<file path="src/rtl/kernel_pkg.sv">
// Shared constants, fetch state type and kernel address helper for the
// kernel coefficient fetch unit.
package kernel_pkg;

    localparam int WIDTH    = 24;
    localparam int KSIZE    = 9;
    localparam int NKERNELS = 3;
    localparam int CNT_W    = 4;

    typedef enum logic [1:0] {
        IDLE,
        FETCH,
        DONE,
        ERR
    } fetch_state_t;

    // Word offset of the first coefficient of kernel 'sel' from the base address.
    function automatic int kernel_offset(input int sel, input int ksize = KSIZE);
        return sel * ksize;
    endfunction

endpackage

</file>
<file path="src/rtl/kernel_addr_gen.sv">
// Word counter plus base/offset adder that walks the coefficients of the
// selected kernel and flags the final word.
module kernel_addr_gen #(
    parameter int WIDTH     = kernel_pkg::WIDTH,
    parameter int KSIZE     = kernel_pkg::KSIZE,
    parameter int BASE_ADDR = 0
) (
    input  logic                         clk,
    input  logic                         reset,
    input  logic                         load,
    input  logic                         step,
    input  logic [1:0]                   sel,
    output logic [WIDTH-1:0]             addr,
    output logic [kernel_pkg::CNT_W-1:0] count,
    output logic                         last
);
    import kernel_pkg::*;

    logic [1:0] sel_q;

    // The kernel index is frozen at acceptance so the address stays stable
    // even if kernel_sel changes during the walk.
    always_ff @(posedge clk or posedge reset) begin
        if (reset) begin
            count <= '0;
            sel_q <= '0;
        end else if (load) begin
            count <= '0;
            sel_q <= sel;
        end else if (step) begin
            count <= count + 1'b1;
        end
    end

    assign addr = WIDTH'(BASE_ADDR)
                + WIDTH'(kernel_offset(int'(sel_q), KSIZE))
                + WIDTH'(count);
    assign last = (count == CNT_W'(KSIZE - 1));

endmodule

</file>
<file path="src/rtl/kernel_fetch.sv">
// Read-only fetch of one 3x3 convolution kernel from data memory into a
// coefficient buffer, with start/busy/done/error handshake.
module kernel_fetch #(
    parameter int WIDTH     = kernel_pkg::WIDTH,
    parameter int KSIZE     = kernel_pkg::KSIZE,
    parameter int NKERNELS  = kernel_pkg::NKERNELS,
    parameter int BASE_ADDR = 0
) (
    input  logic                   clk,
    input  logic                   reset,
    input  logic                   start,
    input  logic [1:0]             kernel_sel,
    output logic [WIDTH-1:0]       mem_addr,
    output logic                   mem_we,
    output logic [WIDTH-1:0]       mem_wd,
    input  logic [WIDTH-1:0]       mem_rd,
    output logic                   busy,
    output logic                   done,
    output logic                   error,
    output logic                   kernel_valid,
    output logic [KSIZE*WIDTH-1:0] coef
);
    import kernel_pkg::*;

    fetch_state_t                 state;
    fetch_state_t                 next_state;
    logic                         sel_ok;
    logic                         accept;
    logic                         last;
    logic [CNT_W-1:0]             count;
    logic [WIDTH-1:0]             addr;
    logic [KSIZE-1:0][WIDTH-1:0]  coef_q;

    assign sel_ok = (int'(kernel_sel) < NKERNELS);
    assign accept = (state == IDLE) && start && sel_ok;

    always_ff @(posedge clk or posedge reset) begin
        if (reset) begin
            state <= IDLE;
        end else begin
            state <= next_state;
        end
    end

    // start is only honoured in IDLE; requests in any other state are dropped.
    always_comb begin
        next_state = state;
        case (state)
            IDLE:    if (start) next_state = sel_ok ? FETCH : ERR;
            FETCH:   if (last) next_state = DONE;
            DONE:    next_state = IDLE;
            ERR:     next_state = IDLE;
            default: next_state = IDLE;
        endcase
    end

    always_comb begin
        busy  = 1'b0;
        done  = 1'b0;
        error = 1'b0;
        case (state)
            FETCH:   busy  = 1'b1;
            DONE:    done  = 1'b1;
            ERR:     error = 1'b1;
            default: ;
        endcase
    end

    kernel_addr_gen #(
        .WIDTH     (WIDTH),
        .KSIZE     (KSIZE),
        .BASE_ADDR (BASE_ADDR)
    ) u_addr_gen (
        .clk   (clk),
        .reset (reset),
        .load  (accept),
        .step  (busy && !last),
        .sel   (kernel_sel),
        .addr  (addr),
        .count (count),
        .last  (last)
    );

    // Valid is withdrawn at acceptance and only restored once the last word
    // lands, so a reset or partial walk never exposes a mixed kernel.
    always_ff @(posedge clk or posedge reset) begin
        if (reset) begin
            coef_q       <= '0;
            kernel_valid <= 1'b0;
        end else if (accept) begin
            kernel_valid <= 1'b0;
        end else if (busy) begin
            coef_q[count] <= mem_rd;
            if (last) begin
                kernel_valid <= 1'b1;
            end
        end
    end

    assign coef     = coef_q;
    assign mem_addr = busy ? addr : '0;
    assign mem_we   = 1'b0;
    assign mem_wd   = '0;

endmodule

</file>
<file path="config.mk">
export PLATFORM = sky130hd
export DESIGN_NAME = kernel_fetch
export DESIGN_NICKNAME = d
export VERILOG_FILES = /design/src/rtl/kernel_pkg.sv /design/src/rtl/kernel_addr_gen.sv /design/src/rtl/kernel_fetch.sv
export SDC_FILE = /design/constraint.sdc
export NUM_CORES = 1
export LEC_CHECK = 0
export ABC_AREA = 0
export CORE_MARGIN = 8
export CORE_UTILIZATION = 47
export DETAILED_ROUTE_END_ITERATION = 10
export GPL_TIMING_DRIVEN = 0
export PLACE_DENSITY = 0.84
export SLEW_MARGIN = 25
export SYNTH_ARGS = -nofsm -noshare
export SYNTH_HDL_FRONTEND = slang
export SYNTH_SLANG_ARGS = --single-unit
</file>
<file path="constraint.sdc">
create_clock -name clk -period 8.03 [get_ports clk]
set_input_delay 1.2045 -clock clk [delete_from_list [all_inputs] [get_ports clk]]
set_output_delay 1.2045 -clock clk [all_outputs]
set_load 0.01 [all_outputs]
</file>
After elaboration in Yosys (flattened, before gate mapping):

Index checks and enable logic that the tools add are counted.
Widths: inputs -> output; s select.

* register bits after elaboration: 225
* input port bits: 29
* logic and storage cells: 55

* $add $sub $neg: 2
* multiply operators: 1
* magnitude comparators: 3
* equality and inequality tests: 6
* multiplexer cells: 16
* bitwise logic cells: 1
* reduce and logical (&&, ||, !) cells: 13

Operator list (count)
* $bwmux 216: 1
* $demux 24 s4: 1
* $mux 24: 2
* $add 24x4->24: 1
* $mux 4: 2
* $mul 2x4->6 const B: 1
* $mux 1: 6
* $mux 2: 3
* $pmux 2 s3: 1
* $reduce_and 2->1: 3
* $reduce_bool 2->1: 3
* $lt 4x5->1 const B: 1
* $add 4x1->4 const B: 1
* $eq 2x2->1 const B: 2
* $eq 4x4->1 const B: 1
* $ge 4x1->1 const B: 1
* $logic_and 1x1->1: 4
* $ne 2x2->1 const B: 2
* $eq 2x1->1 const B: 1
* $logic_not 2->1: 1
* $lt 2x2->1 const B: 1
* $reduce_or 2->1: 1
* $logic_not 1->1: 1
* $not 1->1: 1

Longest topological paths before layout:

* depth in word-level cells: 5
* mapped depth: 7

By module:

Synthesis repeated with hierarchy kept, for this count alone.

* cell total of the unflattened synthesis: 598
* area total of the unflattened synthesis: 9336.5 sq um

By module, submodules not included
* kernel_fetch: instances 1, cells an instance 535, area each 8743.4 sq um
* kernel_addr_gen: instances 1, cells an instance 63, area each 593.1 sq um

Worst setup path after synthesis:

Ideal clock, no wire load.

* path type: reg-to-output
* start: register u_addr_gen.count[0] in the netlist's numbering
* end: output port mem_addr[4]
* arrival time: 1.450 ns
* required time: 6.826 ns
* path slack: 5.376 ns
* stages on the path, launching flop included: 6
* path buffers: 0
* path through: dfrtp_1 > ha_1 > fa_1 > a31oi_1 > xor2_1 > nor2_1

* longest elaborated chain between the ends: 2

RTL lines
* start: declaration: line kernel_addr_gen.sv:14 `output logic [kernel_pkg::CNT_W-1:0] count,`
* start signal: assignment: line kernel_addr_gen.sv:31 `count <= count + 1'b1;`
* $add 24x4->24: line kernel_addr_gen.sv:37 `+ WIDTH'(count);`
* $mux 24: line kernel_fetch.sv:101 `assign mem_addr = busy ? addr : '0;`
* end: declaration: line kernel_fetch.sv:13 `output logic [WIDTH-1:0] mem_addr,`

No other way between the ends.

Final worst setup path:

Ends and elaborated chain as after synthesis.

==> Implementation_results.wiki <==
{| class="wikitable"
! Metric !! Value
|-
| Setup Viol. Count Final || 0
|-
| Via/cell ratio || 4.82
|-
| Number of cells produced by synthesis || 580
|-
| Post-layout utilization of the core || 0.675
|-
| Number of cells in the finished layout apart from fillers || 1,192
|-
| Final Hold Vio Count || 0
|-
| Depth of the worst register-to-register path || 5
|-
| Global Route met3 Usage || 0.0514
|-
| Met2 usage || 0.326
|-
| Delay contributed by the slowest stage of the critical path || 0.54 ns
|-
| Logic depth of the worst setup path including buffers || 6
|-
| Area occupied by registers || 5630 µm²
|-
| Crit path kind || flip-flop to primary output
|-
| TritonCTS clock tree || yes
|-
| Required time at the endpoint of the critical path || 6.83 ns
|-
| Synth warnings || 0
|-
| Most common cell in the synthesized netlist || dfrtp_1
|-
| Post-CTS clock slew at the launch and capture registers of the worst setup and hold paths || 0.06 ns
|-
| Maximum number of buffers from clock root to sink || 3
|-
| Post-synthesis register bit count || 225
|-
| GP Congestion || 0.779
|-
| Cell area power density || 461 nW/µm²
|-
| Horiz. Die Dim || 160 µm
|-
| Met1 GRT Util || 0.239
|-
| CP startpoint kind || flip-flop
|-
| Worst R2R End || coef[9]
|-
| Fill cell count || 1,405
|-
| Number of H-tree levels || 1
|-
| Layout cells sized above 1 || 0.369
|-
| Proportion of register bits with asynchronous set or reset after synthesis || 1.00
|-
| Most frequent cells after synthesis || dfrtp_1 (225), mux2_4 (118), mux2_2 (98)
|-
| Layout area overhead || 41.1%
|-
| Global-route wire length before repair || 39,100 µm
|-
| Initial Utilization || 0.479
|-
| DRC || 0
|-
| Cts bufs inserted || 25
|-
| Top-level port count || 298
|-
| Number of buffers inserted by post-CTS setup repair || 0
|-
| Total wire length || 25,200 µm
|-
| Post-Synthesis Cell Area || 9690 µm²
|-
| Setup repair after global routing missed its margin || no
|-
| Floorplan Core Area || 20,200 µm²
|-
| Hold-fix buffers, CTS || 0
|-
| Number of nets still failing antenna checks after routing || 0
|-
| Critical path startpoint || u_addr_gen.count[0]
|-
| Sequential-to-total area share from yosys stat || 0.581
|-
| Worst reg2reg startpoint || u_addr_gen.count[0]
|-
| Per-instance average area after synthesis || 16.7 µm²
|-
| Slew Limit Fails || 0
|-
| Number of antenna diodes || 0
|-
| Clock period minus worst slack || 3.75 ns
|-
| R2R Setup Slk || 6.15 ns
|-
| Setup TNS Final || 0 ns
|-
| Clock tree skew after final layout || 0.0110 ns
|-
| Average wire length per cell after detail routing || 21.1 µm
|-
| Clock insertion delay at the later pin of the skew report || 0.51 ns
|-
| Max_cap viols || 0
|-
| FMAX || 0.266 GHz
|-
| Cell breakdown of the critical path || ha_1 > fa_1 > a31oi_1 > xor2_1 > nor2_1 > clkdlybuf4s50_1
|-
| Number of gates given a new drive strength after cts || 0
|-
| Die area || 25,500 µm²
|-
| Number of distinct library cells after synthesis || 41
|-
| Setup Slack @ Placement || 4.82 ns
|-
| Overflow after GRT || 0
|-
| Net count, final || 942
|-
| Buffers and inverters on the worst path || 1
|-
| Iteration-0 DRC count of the detailed router || 176
|-
| Vias in the first global route || 6,276
|-
| Critical path endpoint category || primary output
|-
| Multi-input gate area in the final layout || 3540 µm²
|-
| Number of antenna violations at the first check in global routing || 0
|-
| Global-route layer with the greatest usage || met2
|-
| Pre-Repair DR Iteration Count || 5
|-
| Critical path endpoint || mem_addr[4]
|-
| Main area contributors after synthesis || dfrtp_1 (58%), mux2_4 (18%), mux2_2 (11%)
|-
| Gate family responsible for the most delay along the worst path || adder cells
|-
| Ratio of final minimum period to clock period || 0.467
|-
| Most used flip-flop cell after synthesis || dfrtp_1
|-
| Cell type with the highest aggregate area in the netlist || dfrtp_1
|-
| Post-detail-place hpwl || 17,800 µm
|-
| Number of synthesized flops with an enable pin || 0
|-
| Critical Path Fanout Max || 7
|-
| Arrival @ worst endpoint || 2.55 ns
|-
| Overall fraction of global-route tracks in use || 0.194
|-
| Chip Height || 160 µm
|-
| Worst path slowest cell || clkdlybuf4s50_1
|-
| Total clock sinks || 225
|-
| Share of Yosys cell area claimed by the top area cell type || 0.581
|-
| Cell Count Post-Placement || 1,148
|-
| Path category of the worst min-delay check || flip-flop to flip-flop
|-
| Static Leak || 6.16 nW
|-
| Vias after detailed routing || 5,751
|-
| Largest net degree at the start of global routing || 99
|-
| Worst slack on hold paths || 0.476 ns
|-
| Root Buffer Master || clkbuf_16
|-
| PortBufs || 254
|-
| Outcome || finished, final reports clean
|-
| Worst Slack Setup Final || 4.28 ns
|-
| Standard-cell rows || 52
|-
| Maximum VDD drop || 0.285 mV
|}
## sequential cells by signal, indices dropped and copies added, names as in the netlist
register          cells
state                 2
coef                216
u_addr_gen.count      4
kernel_valid          1
u_addr_gen.sel_q      2
## per-layer routing
metal / routed length, µm / vias up
li1: - / 2608
met2: 12500 / 182
met3: 1570 / 48
met4: 793 / 0
met5: 0 / -
met1: 10300 / 2913
## how the worst min path moves through the flow
stage,start,to,slack (ns),depth (start not counted)
floorplan,state[1],state[0],0.44,1
global placement,state[1],state[0],0.45,1
detailed placement,state[1],state[0],0.47,1
CTS,state[1],state[0],0.48,1
global route,state[1],state[0],0.50,1
finish,state[1],state[0],0.48,1
## kinds of logic (layout without fill, tap and decap cells)
family	after synthesis	after routing	synth area share
flops	225	225	0.581
mux	216	216	0.297
buf+inv	75	375	0.0698
simple gates	34	34	0.0264
compound gates	19	19	0.0124
fa+ha+maj	8	8	0.0111
xor+xnor	2	2	0.00181
other cells	1	43	0.000387
## placed cells by master (no fill, tap or decap), drive strengths merged, types with 5 or more instances in the layout
| cell | count |
|---|---|
| conb | 43 |
| bufinv | 5 |
| clkbuf | 32 |
| nor2 | 8 |
| a21oi | 7 |
| buf | 71 |
| ha | 7 |
| mux2 | 216 |
| inv | 5 |
| dfrtp | 225 |
| nand3 | 6 |
| clkinv | 7 |
| clkdlybuf4s50 | 254 |
## metrics by stage
| step | cell area, µm² | total power [mW] |
|---|---|---|
| finish | 13700 | 6.29 |
| detailed placement | 12800 | 5.12 |
| floorplan | 9840 | 3.53 |
| global route | 13700 | 6.60 |
| CTS | 13700 | 6.37 |
| global placement | 12700 | 5.03 |
## power breakdown
part / total, mW / leakage, nW / switching [mW] / internal (mW)
sequential: 2.05 / 2.69 / 0.341 / 1.71
clock: 1.21 / 0.432 / 0.456 / 0.758
combinational: 3.02 / 3.04 / 1.14 / 1.88
## final cells by class
cell class / instances / share of cell area
tap: 270 / 0.0247
multi-input combinational: 322 / 0.259
timing repair buffer: 256 / 0.190
inverter: 5 / 0.00229
buffer: 70 / 0.0477
clock buffer: 31 / 0.0496
clock inverter: 13 / 0.0147
sequential: 225 / 0.412
Note: power is estimated with default switching activity, not from simulation.
